===== src/rtl/keypad_scanner.sv =====
`default_nettype none
// ============================================================================
// keypad_scanner : 4x4 matrix keypad scanner, one active-low column at a time,
//                  debounced press/release, hex key code with valid strobe.
// Revision       : 1.0
// ============================================================================
module keypad_scanner #(
    parameter int SCAN_DIV = 100000,
    parameter int DEBOUNCE = 10
) (
    input  logic       clk,
    input  logic       rst,
    input  logic [3:0] Row_In,
    output logic [3:0] Col_Out,
    output logic [3:0] Key_Code,
    output logic       Key_Valid,
    output logic       Key_Down
);
    localparam int               DIV_W      = $clog2(SCAN_DIV);
    localparam int               CNT_W      = $clog2(DEBOUNCE + 1);
    localparam logic [DIV_W-1:0] DIV_LAST   = DIV_W'(SCAN_DIV - 1);
    localparam logic [DIV_W-1:0] DIV_ONE    = DIV_W'(1);
    localparam logic [CNT_W-1:0] CNT_ONE    = CNT_W'(1);
    localparam logic [CNT_W-1:0] CNT_MAX    = CNT_W'(DEBOUNCE);
    localparam logic [CNT_W-1:0] CNT_ACCEPT = CNT_W'(DEBOUNCE - 1);

    localparam logic [1:0] S_SCAN     = 2'd0;
    localparam logic [1:0] S_DEBOUNCE = 2'd1;
    localparam logic [1:0] S_HELD     = 2'd2;
    localparam logic [1:0] S_RELEASE  = 2'd3;

    logic [3:0]       sync1_q, sync2_q;
    logic [DIV_W-1:0] div_q;
    logic [1:0]       state_q, state_d;
    logic [1:0]       col_q, col_d;
    logic [1:0]       row_q, row_d;
    logic [CNT_W-1:0] cnt_q, cnt_d;
    logic [3:0]       code_q, code_d;
    logic             valid_q, valid_d;
    logic             down_q, down_d;

    logic             tick;
    logic             row_open;
    logic [1:0]       low_row;
    logic [CNT_W-1:0] cnt_inc;

    assign tick     = (div_q == DIV_LAST);
    assign row_open = sync2_q[row_q];
    assign cnt_inc  = (cnt_q < CNT_MAX) ? cnt_q + CNT_ONE : cnt_q;

    // Lowest-numbered closed row wins when several rows are low together.
    always_comb begin
        low_row = 2'd3;
        for (int i = 3; i >= 0; i--) begin
            if (!sync2_q[i]) begin
                low_row = 2'(i);
            end
        end
    end

    always_ff @(posedge clk or negedge rst) begin
        if (!rst) begin
            sync1_q <= 4'hF;
            sync2_q <= 4'hF;
            div_q   <= '0;
            state_q <= S_SCAN;
            col_q   <= 2'd0;
            row_q   <= 2'd0;
            cnt_q   <= '0;
            code_q  <= 4'h0;
            valid_q <= 1'b0;
            down_q  <= 1'b0;
        end else begin
            sync1_q <= Row_In;
            sync2_q <= sync1_q;
            div_q   <= tick ? '0 : div_q + DIV_ONE;
            state_q <= state_d;
            col_q   <= col_d;
            row_q   <= row_d;
            cnt_q   <= cnt_d;
            code_q  <= code_d;
            valid_q <= valid_d;
            down_q  <= down_d;
        end
    end

    always_comb begin
        state_d = state_q;
        col_d   = col_q;
        row_d   = row_q;
        cnt_d   = cnt_q;
        code_d  = code_q;
        valid_d = 1'b0;
        down_d  = down_q;
        if (tick) begin
            case (state_q)
                S_SCAN: begin
                    if (sync2_q == 4'hF) begin
                        col_d = col_q + 2'd1;
                    end else begin
                        row_d   = low_row;
                        cnt_d   = CNT_ONE;
                        state_d = S_DEBOUNCE;
                    end
                end
                S_DEBOUNCE: begin
                    if (!row_open) begin
                        cnt_d = cnt_inc;
                        if (cnt_q >= CNT_ACCEPT) begin
                            code_d  = {row_q, col_q};
                            valid_d = 1'b1;
                            down_d  = 1'b1;
                            state_d = S_HELD;
                        end
                    end else begin
                        col_d   = col_q + 2'd1;
                        state_d = S_SCAN;
                    end
                end
                S_HELD: begin
                    if (row_open) begin
                        cnt_d   = CNT_ONE;
                        state_d = S_RELEASE;
                    end
                end
                S_RELEASE: begin
                    // A re-close here is contact bounce: back to HELD, no new strobe.
                    if (row_open) begin
                        cnt_d = cnt_inc;
                        if (cnt_q >= CNT_ACCEPT) begin
                            down_d  = 1'b0;
                            col_d   = col_q + 2'd1;
                            state_d = S_SCAN;
                        end
                    end else begin
                        state_d = S_HELD;
                    end
                end
                default: state_d = S_SCAN;
            endcase
        end
    end

    always_comb begin
        Col_Out   = ~(4'b0001 << col_q);
        Key_Code  = code_q;
        Key_Valid = valid_q;
        Key_Down  = down_q;
    end

endmodule
`default_nettype wire


===== config.mk =====
export PLATFORM = sky130hd
export DESIGN_NAME = keypad_scanner
export DESIGN_NICKNAME = d
export VERILOG_FILES = /design/src/rtl/keypad_scanner.sv
export SDC_FILE = /design/constraint.sdc
export NUM_CORES = 1
export LEC_CHECK = 0
export CAP_MARGIN = 10
export CORE_MARGIN = 5
export CORE_UTILIZATION = 29
export CTS_CLUSTER_SIZE = 14
export DETAILED_ROUTE_END_ITERATION = 8
export DONT_BUFFER_PORTS = 1
export SYNTH_ARGS = -nofsm -noshare
export SYNTH_HDL_FRONTEND = slang
export SYNTH_SLANG_ARGS = --single-unit

===== constraint.sdc =====
create_clock -name clk -period 2.4 [get_ports clk]
set_input_delay 0.48 -clock clk [delete_from_list [all_inputs] [get_ports clk]]
set_output_delay 0.48 -clock clk [all_outputs]
set_load 0.03 [all_outputs]

== Word level (Yosys, flattened, before mapping) ==
Cells that the tools add are included.
Word-level totals
  logic and storage cells: 77
  input bits: 6
  register bits: 41
Operators by class
  order comparisons: 3
  equality and inequality tests: 15
  bitwise gates (word level): 3
  shift-type cells: 1
  mux-type cells: 33
  reductions and logical operators: 9
  $add $sub $neg: 3
Operators with widths (count)
  $mux 2: 12
  $mux 4: 5
  $add 17x1->17 const B: 1
  $eq 17x17->1 const B: 1
  $mux 17: 1
  $ne 2x2->1 const B: 8
  $pmux 4 s4: 1
  $reduce_and 6->1: 2
  $mux 1: 10
  $reduce_and 5->1: 2
  $pmux 2 s4: 1
  $ne 3x3->1 const B: 2
  $pmux 2 s3: 1
  $add 4x1->4 const B: 1
  $eq 2x2->1 const B: 2
  $eq 4x4->1 const B: 1
  $ge 4x4->1 const B: 1
  $lt 4x4->1 const B: 1
  $not 4->4: 1
  $reduce_and 4->1: 1
  $shl 1x2->4 const A: 1
  $lt 2x3->1 const B: 1
  $reduce_and 3->1: 1
  $reduce_bool 3->1: 1
  7 further kinds: 8

== Depth between registers and ports, before layout ==
  depth after elaboration: 5
  depth in mapped cells: 7
  depth with buffers taken out: 7

== Least setup slack after synthesis ==
OpenSTA, ideal clock, no wires.
  path type: register to register
  start point: register div_q[0]
  end point: register code_q[0] (netlist: Key_Code[0])
  stages on the path, launching flop included: 8
  data required time: 2.275 ns
  data arrival time: 1.799 ns
  slack: 0.476 ns
  library setup time: 0.125 ns
  path through: dfrtp_1 ha_1 and4_1 buf_4 nand4_4 or2_4 nor3_4 mux2_2
On the way
  cells in the longest elaborated chain, start to end: 2
RTL lines
  start, declared: RTL line 33  | logic [DIV_W-1:0] div_q;
  start signal, assigned: RTL line 76  | div_q <= tick ? '0 : div_q + DIV_ONE;
  $eq 17x17->1: RTL line 47  | assign tick = (div_q == DIV_LAST);
  $reduce_and 4->1 (no source line)
  end signal, assigned: RTL line 81  | code_q <= code_d;
  end, declared: RTL line 38  | logic [3:0] code_q, code_d;
No other way between the ends.
A chain may end at the register's enable or synchronous reset.

== Worst setup path after layout ==
  start point: register div_q[0]
  end point: register code_q[1] (netlist: Key_Code[1])
Same word-level chain as after synthesis.

==> results.md <==
- Async set or reset register ratio after synthesis: 1.00
- Status: completed
- Die area: 8670 µm²
- CTS tree: yes
- Least-Margin Pin Slew: 0.463 ns
- Number of vias per cell: 4.87
- # resized after CTS: 0
- Synth Instances: 182
- Overall routed net length: 3530 µm
- RSZ-0062 raised after global routing: no
- Cell Pwr Density: 585 nW/µm²
- Clock Skew: 0.00529 ns
- Final period util: 0.850
- Worst path required time: 2.58 ns
- Final ANT Viol Nets: 0
- Crit-path cells: ha_1 > and4_1 > nand4_4 > or2_4 > nor3_4 > mux2_2
- NumNets Final: 201
- Core Area: 6760 µm²
- Initial DRC Count: 40
- Yosys warning total: 0
- Final setup fails: 0
- Number of synthesized flops with an enable pin: 0
- Most used DFF post-synth: dfrtp_1
- #FFs+latches synth: 41
- Gr usage total: 0.0930
- Rows: 30
- Largest net degree at the start of global routing: 34
- Crit-path max cell delay: 0.39 ns
- Latest clock arrival within the worst-skew pair: 0.29 ns
- Die Ht: 93.1 µm
- Leak: 0.976 nW
- Starting Density: 0.297
- Crit path time final: 2.04 ns
- Fill count: 675
- CP Launch Type: register
- Most instantiated cells after synthesis: dfrtp_1 (33), nor2_1 (19), inv_1 (15)
- Synth area leaders: dfrtp_1 (41%), dfstp_2 (10%), ha_1 (5.0%)
- Wirelength per Cell: 13.2 µm
- Max Root-Sink Buffers: 2
- Delay-heaviest family, CP: simple AND/OR/NAND/NOR gates
- Worst Setup End Kind: register
- Setup TNS Final: 0 ns
- Area of the multi-input gates: 882 µm²
- Drt drc: 0
- Crit path buffers/inverters: 0
- Root buffer cell: clkbuf_8
- Synth area leader: dfrtp_1
- Initial antenna violation count: 0
- Post-place setup slack: 0.351 ns
- Slew headroom: 0.688
- Die width: 93.1 µm
- Slew Viols, Final: 0
- # diodes: 0
- Mapped Avg Cell Area: 11.0 µm²
- Vias post-DR: 1306
- Share of the synthesized area in the top cell type: 0.412
- Area Growth Syn to Fin: 11.0%
- CP Max Fanout: 8
- Total CTS buffers: 5
- CTS clock-pin slew for the worst setup and hold paths: 0.08 ns
- Share of cells above drive strength 1: 0.176
- CP max-delay cell: dfrtp_1
- Critical path arrival: 2.22 ns
- Port Buf Inserts: 0
- GPL Wtd Cong: 0.775
- Fmax: 490 MHz
- Synthesized net count: 196
- Synthesized cell area: 2000 µm²
- Most frequent cell after synthesis: dfrtp_1
- Clock Sinks: 41
- Num ports: 16
- Peak VDD IR: 0.000211 V
- Vias in the first global route: 1311
- HPWL after DPL: 2500 µm
- Netlist cell types: 42
- Sequential cell area fraction in the yosys report: 0.517
- # H-tree levels: 2
- DR pass1 iterations: 4
- Setup WS post-layout: 0.359 ns
- First-pass GRT wire length: 6320 µm
- GRT overflow: 0
- WS Path Type: reg2reg
- Final hold violation count: 0
- Max cap viols: 0
- FF/Latch Area: 1040 µm²
- Worst hold path class: in2async
## timing repair
action                                 in CTS  in global routing
setup buffers                               0                  0
endpoints found under the hold margin      33                  0
hold buffers                                1                  0
## final timing paths
path,startpoint,end,slack (ns),cells past startpoint
setup / recovery,div_q[0],Key_Code[1],0.36,6
max in group asynchronous,rst,div_q[3],2.21,1
hold reg to reg,sync1_q[0],sync2_q[0],0.35,0
setup reg to reg,div_q[0],Key_Code[1],0.36,6
min in group clk,Row_In[0],sync1_q[0],0.18,0
hold / removal,rst,col_q[0],0.008,1
## per-layer routing
metal | global-route usage | vias up | part of all wire
li1 | - | 637 | -
met1 | 0.122 | 640 | 0.48
met2 | 0.142 | 25 | 0.46
met3 | 0.0282 | 4 | 0.049
met4 | 0.0403 | 0 | 0.016
met5 | 0 | - | 0
## cell type report
class / instances / share of cell area
Sequential cell: 41 / 0.465
Multi-Input combinational cell: 121 / 0.396
Tap cell: 80 / 0.0450
Clock buffer: 7 / 0.0388
Inverter: 15 / 0.0253
Timing Repair Buffer: 3 / 0.0157
Clock inverter: 1 / 0.0135
## sequential cells by signal (all words and copies together), names as in the netlist, named ones only
| name | cells |
|---|---|
| Key_Code | 4 |
| col_q | 2 |
| row_q | 2 |
| sync2_q | 4 |
| Key_Valid | 1 |
| Key_Down | 1 |
| cnt_q | 4 |
| state_q | 1 |
| sync1_q | 4 |
| div_q | 17 |
## per-stage QoR
stage	instance area (µm²)	util	instances	hold slack (ns)	total power, mW
after CTS	2230	0.329	268	0.0114	1.32
after floorplan	2000	-	182	0.184	0.728
after detailed placement	2090	0.309	259	0.186	0.729
after global placement	2090	0.309	259	0.186	0.729
final	2230	0.329	268	0.00805	1.30
after global routing	2230	0.329	268	0.00308	1.36
## placed cells by master, fill, tap and decap left out, drive strengths merged, types with 2 or more instances in the layout
| master | netlist | routed |
|---|---|---|
| xor2 | 7 | 7 |
| buf | 3 | 3 |
| and4bb | 2 | 2 |
| nand3 | 7 | 7 |
| dfstp | 8 | 8 |
| a21oi | 5 | 5 |
| o22ai | 3 | 3 |
| o21ai | 5 | 5 |
| dfrtp | 33 | 33 |
| nor4b | 3 | 3 |
| and4 | 3 | 3 |
| ha | 8 | 8 |
| nor3 | 6 | 6 |
| xnor2 | 9 | 9 |
| clkbuf | 2 | 7 |
| inv | 15 | 15 |
| and3 | 2 | 2 |
| nand4 | 5 | 5 |
| nand2 | 13 | 13 |
| mux2 | 5 | 5 |
| nor2 | 19 | 19 |
| nand2b | 2 | 2 |
| a31oi | 2 | 2 |
## cells by family after synthesis
group	Yosys count	share of synthesized area
simple gates	69	0.210
buf+inv	20	0.0431
compound gates	22	0.0705
mux	6	0.0393
flops	41	0.517
xor+xnor	16	0.0699
fa+ha+maj	8	0.0499
## where the power goes
group / switching [mW] / internal (mW) / total [mW]
combinational: 0.0166 / 0.00700 / 0.0236
sequential: 0.00321 / 0.703 / 0.706
clock: 0.234 / 0.339 / 0.574
total: 0.254 / 1.05 / 1.30
Note: power is estimated with default switching activity, not from simulation.
